===== src/rtl/audio_adc_rx.sv =====
// I2S ADC receive path: deserialises ADCDAT into left/right pairs, buffers them in a FIFO
// and exposes them on a 4-word Avalon slave. Define AUDIO_ADC_RX_OVF_IRQ_EN to add CTRL.OE.
module audio_adc_rx #(
    parameter int DATA_WIDTH = 16,
    parameter int FIFO_AW    = 4
) (
    input  logic        sys_clk_clk,
    input  logic        sys_reset_reset_n,
    input  logic        audio_BCLK,
    input  logic        audio_ADCLRCK,
    input  logic        audio_ADCDAT,
    input  logic [1:0]  audio_slave_address,
    input  logic        audio_slave_chipselect,
    input  logic        audio_slave_read,
    input  logic        audio_slave_write,
    input  logic [31:0] audio_slave_writedata,
    output logic [31:0] audio_slave_readdata,
    output logic        audio_irq_irq
);

    localparam int DEPTH = 1 << FIFO_AW;
    localparam int CW    = $clog2(DATA_WIDTH + 1);
    localparam logic [FIFO_AW:0] DEPTH_C = (FIFO_AW+1)'(DEPTH);
    localparam logic [FIFO_AW:0] HALF_C  = (FIFO_AW+1)'(DEPTH / 2);

    typedef enum logic [1:0] {S_IDLE, S_DELAY, S_SHIFT, S_WAIT} state_t;

    // ---------------- synchronisers and bit-event detection ----------------
    logic [1:0] bclk_sq, lrck_sq, dat_sq;
    logic       bclk_prev_q, lrck_last_q;
    logic       lrck_s, dat_s, bit_ev, lrck_edge;

    assign lrck_s    = lrck_sq[1];
    assign dat_s     = dat_sq[1];
    assign bit_ev    = bclk_sq[1] & ~bclk_prev_q;
    assign lrck_edge = bit_ev & (lrck_s != lrck_last_q);

    always_ff @(posedge sys_clk_clk or negedge sys_reset_reset_n) begin
        if (!sys_reset_reset_n) begin
            bclk_sq     <= '0;
            lrck_sq     <= '0;
            dat_sq      <= '0;
            bclk_prev_q <= 1'b0;
            lrck_last_q <= 1'b0;
        end else begin
            bclk_sq     <= {bclk_sq[0], audio_BCLK};
            lrck_sq     <= {lrck_sq[0], audio_ADCLRCK};
            dat_sq      <= {dat_sq[0], audio_ADCDAT};
            bclk_prev_q <= bclk_sq[1];
            if (bit_ev) lrck_last_q <= lrck_s;
        end
    end

    // ---------------- control register decode ----------------
    logic wr_ctrl, rd_en, clear, pop;
    logic re_q, re_d, enable_q, enable_d, ovf_q, ovf_d, oe;
    logic [FIFO_AW:0] cnt_q, cnt_d;
    logic full, empty, ri;

    assign wr_ctrl  = audio_slave_chipselect & audio_slave_write & (audio_slave_address == 2'd0);
    assign rd_en    = audio_slave_chipselect & audio_slave_read;
    assign clear    = wr_ctrl & audio_slave_writedata[1];
    assign re_d     = wr_ctrl ? audio_slave_writedata[0] : re_q;
    assign enable_d = wr_ctrl ? audio_slave_writedata[2] : enable_q;
    assign full     = (cnt_q == DEPTH_C);
    assign empty    = (cnt_q == '0);
    assign ri       = (cnt_q >= HALF_C);
    assign pop      = rd_en & (audio_slave_address == 2'd3) & ~empty;

    // ---------------- frame FSM ----------------
    state_t                state_q, state_d;
    logic [CW-1:0]         bcnt_q, bcnt_d;
    logic [DATA_WIDTH-1:0] sh_q, sh_d, word;
    logic                  word_done;

    assign word = {sh_q[DATA_WIDTH-2:0], dat_s};

    always_comb begin
        state_d   = state_q;
        bcnt_d    = bcnt_q;
        sh_d      = sh_q;
        word_done = 1'b0;
        if (bit_ev) begin
            unique case (state_q)
                S_IDLE:  if (enable_q && lrck_edge) state_d = S_DELAY;
                S_DELAY: begin
                    state_d = S_SHIFT;
                    bcnt_d  = '0;
                end
                S_SHIFT: begin
                    if (lrck_edge) begin
                        state_d = S_DELAY;
                    end else begin
                        sh_d = word;
                        if (bcnt_q == CW'(DATA_WIDTH - 1)) begin
                            word_done = 1'b1;
                            state_d   = S_WAIT;
                        end else begin
                            bcnt_d = bcnt_q + 1'b1;
                        end
                    end
                end
                S_WAIT:  if (lrck_edge) state_d = S_DELAY;
                default: state_d = S_IDLE;
            endcase
        end
        // Disabling drops any frame in progress on the very next edge.
        if (!enable_d) state_d = S_IDLE;
    end

    // ---------------- holding registers and push ----------------
    logic [DATA_WIDTH-1:0] left_q, right_q;
    logic                  left_vld_q, left_vld_d;
    logic                  push_req, push_ok, ovf_set;

    assign push_req = word_done & lrck_s & left_vld_q & enable_d;
    assign push_ok  = push_req & (~full | pop);
    assign ovf_set  = push_req & full & ~pop;

    always_comb begin
        left_vld_d = left_vld_q;
        if (push_req)               left_vld_d = 1'b0;
        if (word_done && !lrck_s)   left_vld_d = 1'b1;
        if (clear || !enable_d)     left_vld_d = 1'b0;
    end

    always_comb begin
        ovf_d = ovf_q;
        if (wr_ctrl && audio_slave_writedata[9]) ovf_d = 1'b0;
        if (ovf_set)                             ovf_d = 1'b1;
        if (clear)                               ovf_d = 1'b0;
    end

    always_ff @(posedge sys_clk_clk or negedge sys_reset_reset_n) begin
        if (!sys_reset_reset_n) begin
            state_q    <= S_IDLE;
            bcnt_q     <= '0;
            sh_q       <= '0;
            left_q     <= '0;
            right_q    <= '0;
            left_vld_q <= 1'b0;
            re_q       <= 1'b0;
            enable_q   <= 1'b0;
            ovf_q      <= 1'b0;
        end else begin
            state_q    <= state_d;
            bcnt_q     <= bcnt_d;
            sh_q       <= sh_d;
            left_vld_q <= left_vld_d;
            re_q       <= re_d;
            enable_q   <= enable_d;
            ovf_q      <= ovf_d;
            if (word_done) begin
                if (lrck_s) right_q <= word;
                else        left_q  <= word;
            end
        end
    end

    // ---------------- FIFO ----------------
    logic [2*DATA_WIDTH-1:0] mem_q [DEPTH];
    logic [FIFO_AW-1:0]      wr_ptr_q, rd_ptr_q;
    logic [2*DATA_WIDTH-1:0] head;

    assign head = mem_q[rd_ptr_q];

    always_comb begin
        cnt_d = cnt_q;
        unique case ({push_ok, pop})
            2'b10:   cnt_d = cnt_q + 1'b1;
            2'b01:   cnt_d = cnt_q - 1'b1;
            default: cnt_d = cnt_q;
        endcase
    end

    always_ff @(posedge sys_clk_clk or negedge sys_reset_reset_n) begin
        if (!sys_reset_reset_n) begin
            wr_ptr_q <= '0;
            rd_ptr_q <= '0;
            cnt_q    <= '0;
        end else if (clear) begin
            wr_ptr_q <= '0;
            rd_ptr_q <= '0;
            cnt_q    <= '0;
        end else begin
            if (push_ok) wr_ptr_q <= wr_ptr_q + 1'b1;
            if (pop)     rd_ptr_q <= rd_ptr_q + 1'b1;
            cnt_q <= cnt_d;
        end
    end

    always_ff @(posedge sys_clk_clk) begin
        if (push_ok && !clear) mem_q[wr_ptr_q] <= {left_q, word};
    end

    // ---------------- optional overflow interrupt enable ----------------
`ifdef AUDIO_ADC_RX_OVF_IRQ_EN
    logic oe_q;
    assign oe = oe_q;
    always_ff @(posedge sys_clk_clk or negedge sys_reset_reset_n) begin
        if (!sys_reset_reset_n)  oe_q <= 1'b0;
        else if (wr_ctrl)        oe_q <= audio_slave_writedata[3];
    end
    logic unused_bits;
    assign unused_bits = ^{audio_slave_writedata[31:10], audio_slave_writedata[8:4],
                           sh_q[DATA_WIDTH-1], right_q};
`else
    assign oe = 1'b0;
    logic unused_bits;
    assign unused_bits = ^{audio_slave_writedata[31:10], audio_slave_writedata[8:3],
                           sh_q[DATA_WIDTH-1], right_q};
`endif

    // ---------------- read port and interrupt ----------------
    function automatic logic [31:0] sext(input logic [DATA_WIDTH-1:0] x);
        return {{(32-DATA_WIDTH){x[DATA_WIDTH-1]}}, x};
    endfunction

    logic [31:0] readdata_q, readdata_d;
    logic        irq_q;

    always_comb begin
        readdata_d = readdata_q;
        if (rd_en) begin
            unique case (audio_slave_address)
                2'd0: readdata_d = {22'd0, ovf_q, ri, 4'd0, oe, enable_q, 1'b0, re_q};
                2'd1: readdata_d = {16'd0, 8'(cnt_q), 8'(DEPTH_C - cnt_q)};
                2'd2: readdata_d = empty ? 32'd0 : sext(head[2*DATA_WIDTH-1:DATA_WIDTH]);
                default: readdata_d = empty ? 32'd0 : sext(head[DATA_WIDTH-1:0]);
            endcase
        end
    end

    always_ff @(posedge sys_clk_clk or negedge sys_reset_reset_n) begin
        if (!sys_reset_reset_n) begin
            readdata_q <= '0;
            irq_q      <= 1'b0;
        end else begin
            readdata_q <= readdata_d;
            irq_q      <= (re_q & ri) | (oe & ovf_q);
        end
    end

    assign audio_slave_readdata = readdata_q;
    assign audio_irq_irq        = irq_q;

endmodule

===== config.mk =====
export PLATFORM = sky130hd
export DESIGN_NAME = audio_adc_rx
export DESIGN_NICKNAME = d
export VERILOG_FILES = /design/src/rtl/audio_adc_rx.sv
export SDC_FILE = /design/constraint.sdc
export NUM_CORES = 1
export LEC_CHECK = 0
export BUFFER_PORTS_ARGS = -buffer_cell sky130_fd_sc_hd__buf_4
export CORE_MARGIN = 4
export CORE_UTILIZATION = 45
export DETAILED_ROUTE_END_ITERATION = 8
export PLACE_DENSITY = 0.63
export SYNTH_ARGS = -nofsm -noshare
export SYNTH_HDL_FRONTEND = slang
export SYNTH_SLANG_ARGS = --single-unit

===== constraint.sdc =====
create_clock -name sys_clk_clk -period 5.2 [get_ports sys_clk_clk]
set_input_delay 0.26 -clock sys_clk_clk [delete_from_list [all_inputs] [get_ports sys_clk_clk]]
set_output_delay 0.26 -clock sys_clk_clk [all_outputs]
set_load 0.005 [all_outputs]

==> out/qor.csv <==
stage;metric;value;unit
cts;H-tree levels;2;
floorplanning;die area;0.0558;mm2
route;Iter 0 DRT Violations;1196;
pwr;leakage;10.1;nW
timing;setup ws final;1.21;ns
setup_path;Crit. Startpoint;cnt_q[0];
place;dpl hpwl;30000;um
setup_path;r2r endpoint;mem_q[13][17];
timing;Slew HR;0.370;
setup_path;Worst path max stage delay;0.77;ns
route;number of remaining DRC errors;0;
grt;largest net degree at the start of global routing;54;
setup_path;crit-path cells;inv_1, ha_1, nor3b_1, ha_1, nand3b_1, o21ai_0, nor4b_4, nand2_1, nor2_4, buf_4;
setup_path;Critical Path AT;4.31;ns
cts;CTS sink cnt;592;
synth;yosys warns;0;
synth;Post-Synthesis Cells;1185;
timing;Clock Skews;0.0140;ns
timing;RSZ-0062 raised after global routing;no;
timing;final period utilization;0.768;
place;IO buf count;46;
worst_hold_path;min-delay src;audio_slave_writedata[2];
synth;FF+latch count, synth;592;
cts;root buffer cell;clkbuf_16;
timing;max-slew violation count;0;
route;Pre-antenna DRT Iters;5;
timing;Max Clk Rate;250;MHz
finish;Finished Layout Cells;1991;
cts;CTS tree;yes;
synth;area leader, netlist;edfxtp_1;
setup_path;Setup Crit Path Kind;flop to flop;
finish;layout filler cell count;4035;
route;DRT Wirelength;52200;um
place;pre-CTS setup slack;1.18;ns
run;max cap viols;0;
worst_hold_path;worst hold path endpoint;enable_q;
cts;number of buffers created by CTS;57;
worst_hold_path;WHS Path Cells;3;
worst_hold_path;Worst Hold Class;input pin to flop;
route;Detail Route Antenna Nets;0;
route;Routed WL per cell;26.2;um
setup_path;worst r2r path cells;10;
synth;Post-synth ARST share;0.135;
outcome;status;complete, no violations;
cts;Clock transition at path regs;0.06;ns
synth;post-synth top area share;0.656;
place;Post-DP Area;0.0247;mm2
cts;buffer depth of the longest clock path;3;
floorplanning;Initial Utilization;0.456;
grt;number of global-route vias before repair;11900;
synth;Post-Syn Area;0.0234;mm2
pwr;Worst VDD drop;0.000292;V
synth;Avg Synthesized Cell Area;19.8;um2
setup_path;r2r setup slk;1.21;ns
place;GPL Wtd Cong;0.801;
pwr;PwrDens;425;mW/mm2
floorplanning;Die Ht;236;um
grt;first-pass GRT wire length;78600;um
synth;Post-synth EDFFs;512;
place;placed cells;1877;
setup_path;Crit path top cell by count;ha_1;
route;via count;11500;
timing;Final TNS setup;0;ns
setup_path;crit end category;flop;
grt;Total Routing Usage GR;0.188;
setup_path;worst reg2reg startpoint;cnt_q[0];
floorplanning;row cnt;83;
setup_path;Setup crit start kind;flop;
synth;fraction of the yosys area taken by sequential cells;0.741;
timing;Min Clock Period, post-route;3.99;ns
setup_path;highest-delay cell along the critical path;nor2_4;
floorplanning;die width;236;um
finish;net total in the final layout;1322;
cts;Post-CTS Resized;0;
finish;Layout area overhead;14.0;%
cts;Worst-Skew Late Latency;0.62;ns
timing;Fin. Hold Viols;0;
setup_path;Crit Path Max Fanout;20;
grt;initial antenna violation count;0;
timing;final setup fails;0;
finish;Final Cell Area;0.0267;mm2
setup_path;critical path data required time;5.51;ns
synth;ys flop type;edfxtp_1;
floorplanning;CORE AREA;0.0514;mm2
finish;diodes inserted;0;
timing;WHS;0.0381;ns
synth;synth top area cells;edfxtp_1, mux4_2, dfrtp_1;
synth;synth unique cells;70;
finish;fraction of layout cells with a size suffix above 1;0.278;
synth;syn nets;1245;
floorplanning;Ports;75;
timing;worst-margin pin slew;0.944;ns
route;Via density;5.77;
grt;global route overflow;0;
-- worst max-delay path: cells and delay by family, from the launching register on --
family | cells | cell delay (ns)
flip-flops | 1 | 0.48
buffers and inverters | 2 | 0.46
AO/OA/AOI/OAI | 1 | 0.41
AND/OR/NAND/NOR | 5 | 1.85
adder cells (fa/ha/maj) | 2 | 0.47
-- final cells by class --
cell class	instances	area, um2	share of cell area
sequential	592	17400	0.651
multi-input combinational	503	5710	0.214
clock buffer	71	1520	0.0568
tap	680	851	0.0318
timing repair buffer	94	783	0.0293
clock inverter	37	427	0.0160
inverter	14	52.6	0.00197
-- flip-flops by register name, indices dropped and copies added (netlist names) --
register,cells
lrck_last_q,1
re_q,1
sh_q,15
dat_sq,2
state_q,2
bclk_prev_q,1
ovf_q,1
bcnt_q,5
rd_ptr_q,4
enable_q,1
wr_ptr_q,4
bclk_sq,2
cnt_q,5
audio_slave_readdata,16
left_vld_q,1
mem_q,512
audio_irq_irq,1
left_q,16
lrck_sq,2
-- stage by stage --
step	total power, mW	utilization
2_1_floorplan	6.65	-
3_3_place_gp	7.20	0.481
3_5_place_dp	7.21	0.481
4_1_cts	11.5	0.520
5_1_grt	11.8	0.520
6_report	11.4	0.520
-- per-layer routing --
| metal | vias to the layer above | wire (um) | share of wire | track usage |
|---|---|---|---|---|
| met5 | - | 0 | 0 | 0 |
| met4 | 0 | 1020 | 0.019 | 0.0409 |
| met3 | 70 | 3000 | 0.057 | 0.0341 |
| met2 | 323 | 25600 | 0.49 | 0.306 |
| met1 | 6133 | 22700 | 0.43 | 0.269 |
| li1 | 4958 | - | - | - |
-- layout by cell type (no fill, tap or decap), types with 9 or more instances in the layout --
master and count:
edfxtp_1 512, clkbuf_1 10, clkinv_1 10, nand3_1 9, nor2_1 35, mux2_2 35, mux2i_1 54, nand2_1 45
nor3_1 9, bufinv_16 9, buf_4 83, a221oi_1 13, clkbuf_16 57, clkinv_2 13, mux4_2 121, nor2_4 12
dfrtp_1 77, o21ai_0 12, inv_1 13, ha_1 17, a21oi_1 23
-- Yosys cell counts (7+ instances only) --
| library cell | number |
|---|---|
| edfxtp_1 | 512 |
| mux4_2 | 121 |
| dfrtp_1 | 80 |
| mux2i_1 | 54 |
| nor2_1 | 48 |
| nand2_1 | 45 |
| mux2_2 | 35 |
| buf_4 | 27 |
| a21oi_1 | 23 |
| clkbuf_1 | 22 |
| ha_1 | 17 |
| buf_2 | 14 |
| inv_1 | 14 |
| a221oi_1 | 13 |
| nor3_1 | 13 |
| o21ai_0 | 12 |
| buf_1 | 9 |
| nand3_1 | 9 |
| o31ai_1 | 8 |
| xnor2_1 | 8 |
| a221o_1 | 7 |
| nand2b_1 | 7 |
-- timing repair --
action | 4_1_cts | 5_1_grt
hold buffers | 6 | 0
setup buffers | 0 | 0
hold endpoints to repair | 43 | 0
-- power breakdown --
group	total (mW)	switching, mW	internal, mW
combinational	1.65	0.922	0.724
clock	4.27	1.74	2.52
sequential	5.44	0.269	5.17
-- cell families after synthesis --
logic type	after synthesis	share of synthesized area
XOR/XNOR	13	0.00518
flip-flops	592	0.741
buffers and inverters	90	0.0205
adder cells (fa/ha/maj)	18	0.00992
AND/OR/NAND/NOR	156	0.0334
multiplexers	212	0.158
AO/OA/AOI/OAI	104	0.0325
-- how the worst max path moves through the flow --
stage	endpoint	slack, ns	depth (start not counted)
2_1_floorplan	mem_q[0][0]	0.49	9
3_3_place_gp	mem_q[13][2]	1.28	10
3_5_place_dp	mem_q[13][2]	1.18	10
4_1_cts	mem_q[13][17]	1.18	10
5_1_grt	mem_q[13][17]	0.88	10
6_report	mem_q[13][17]	1.21	10
(Power assumes the default switching activity.)
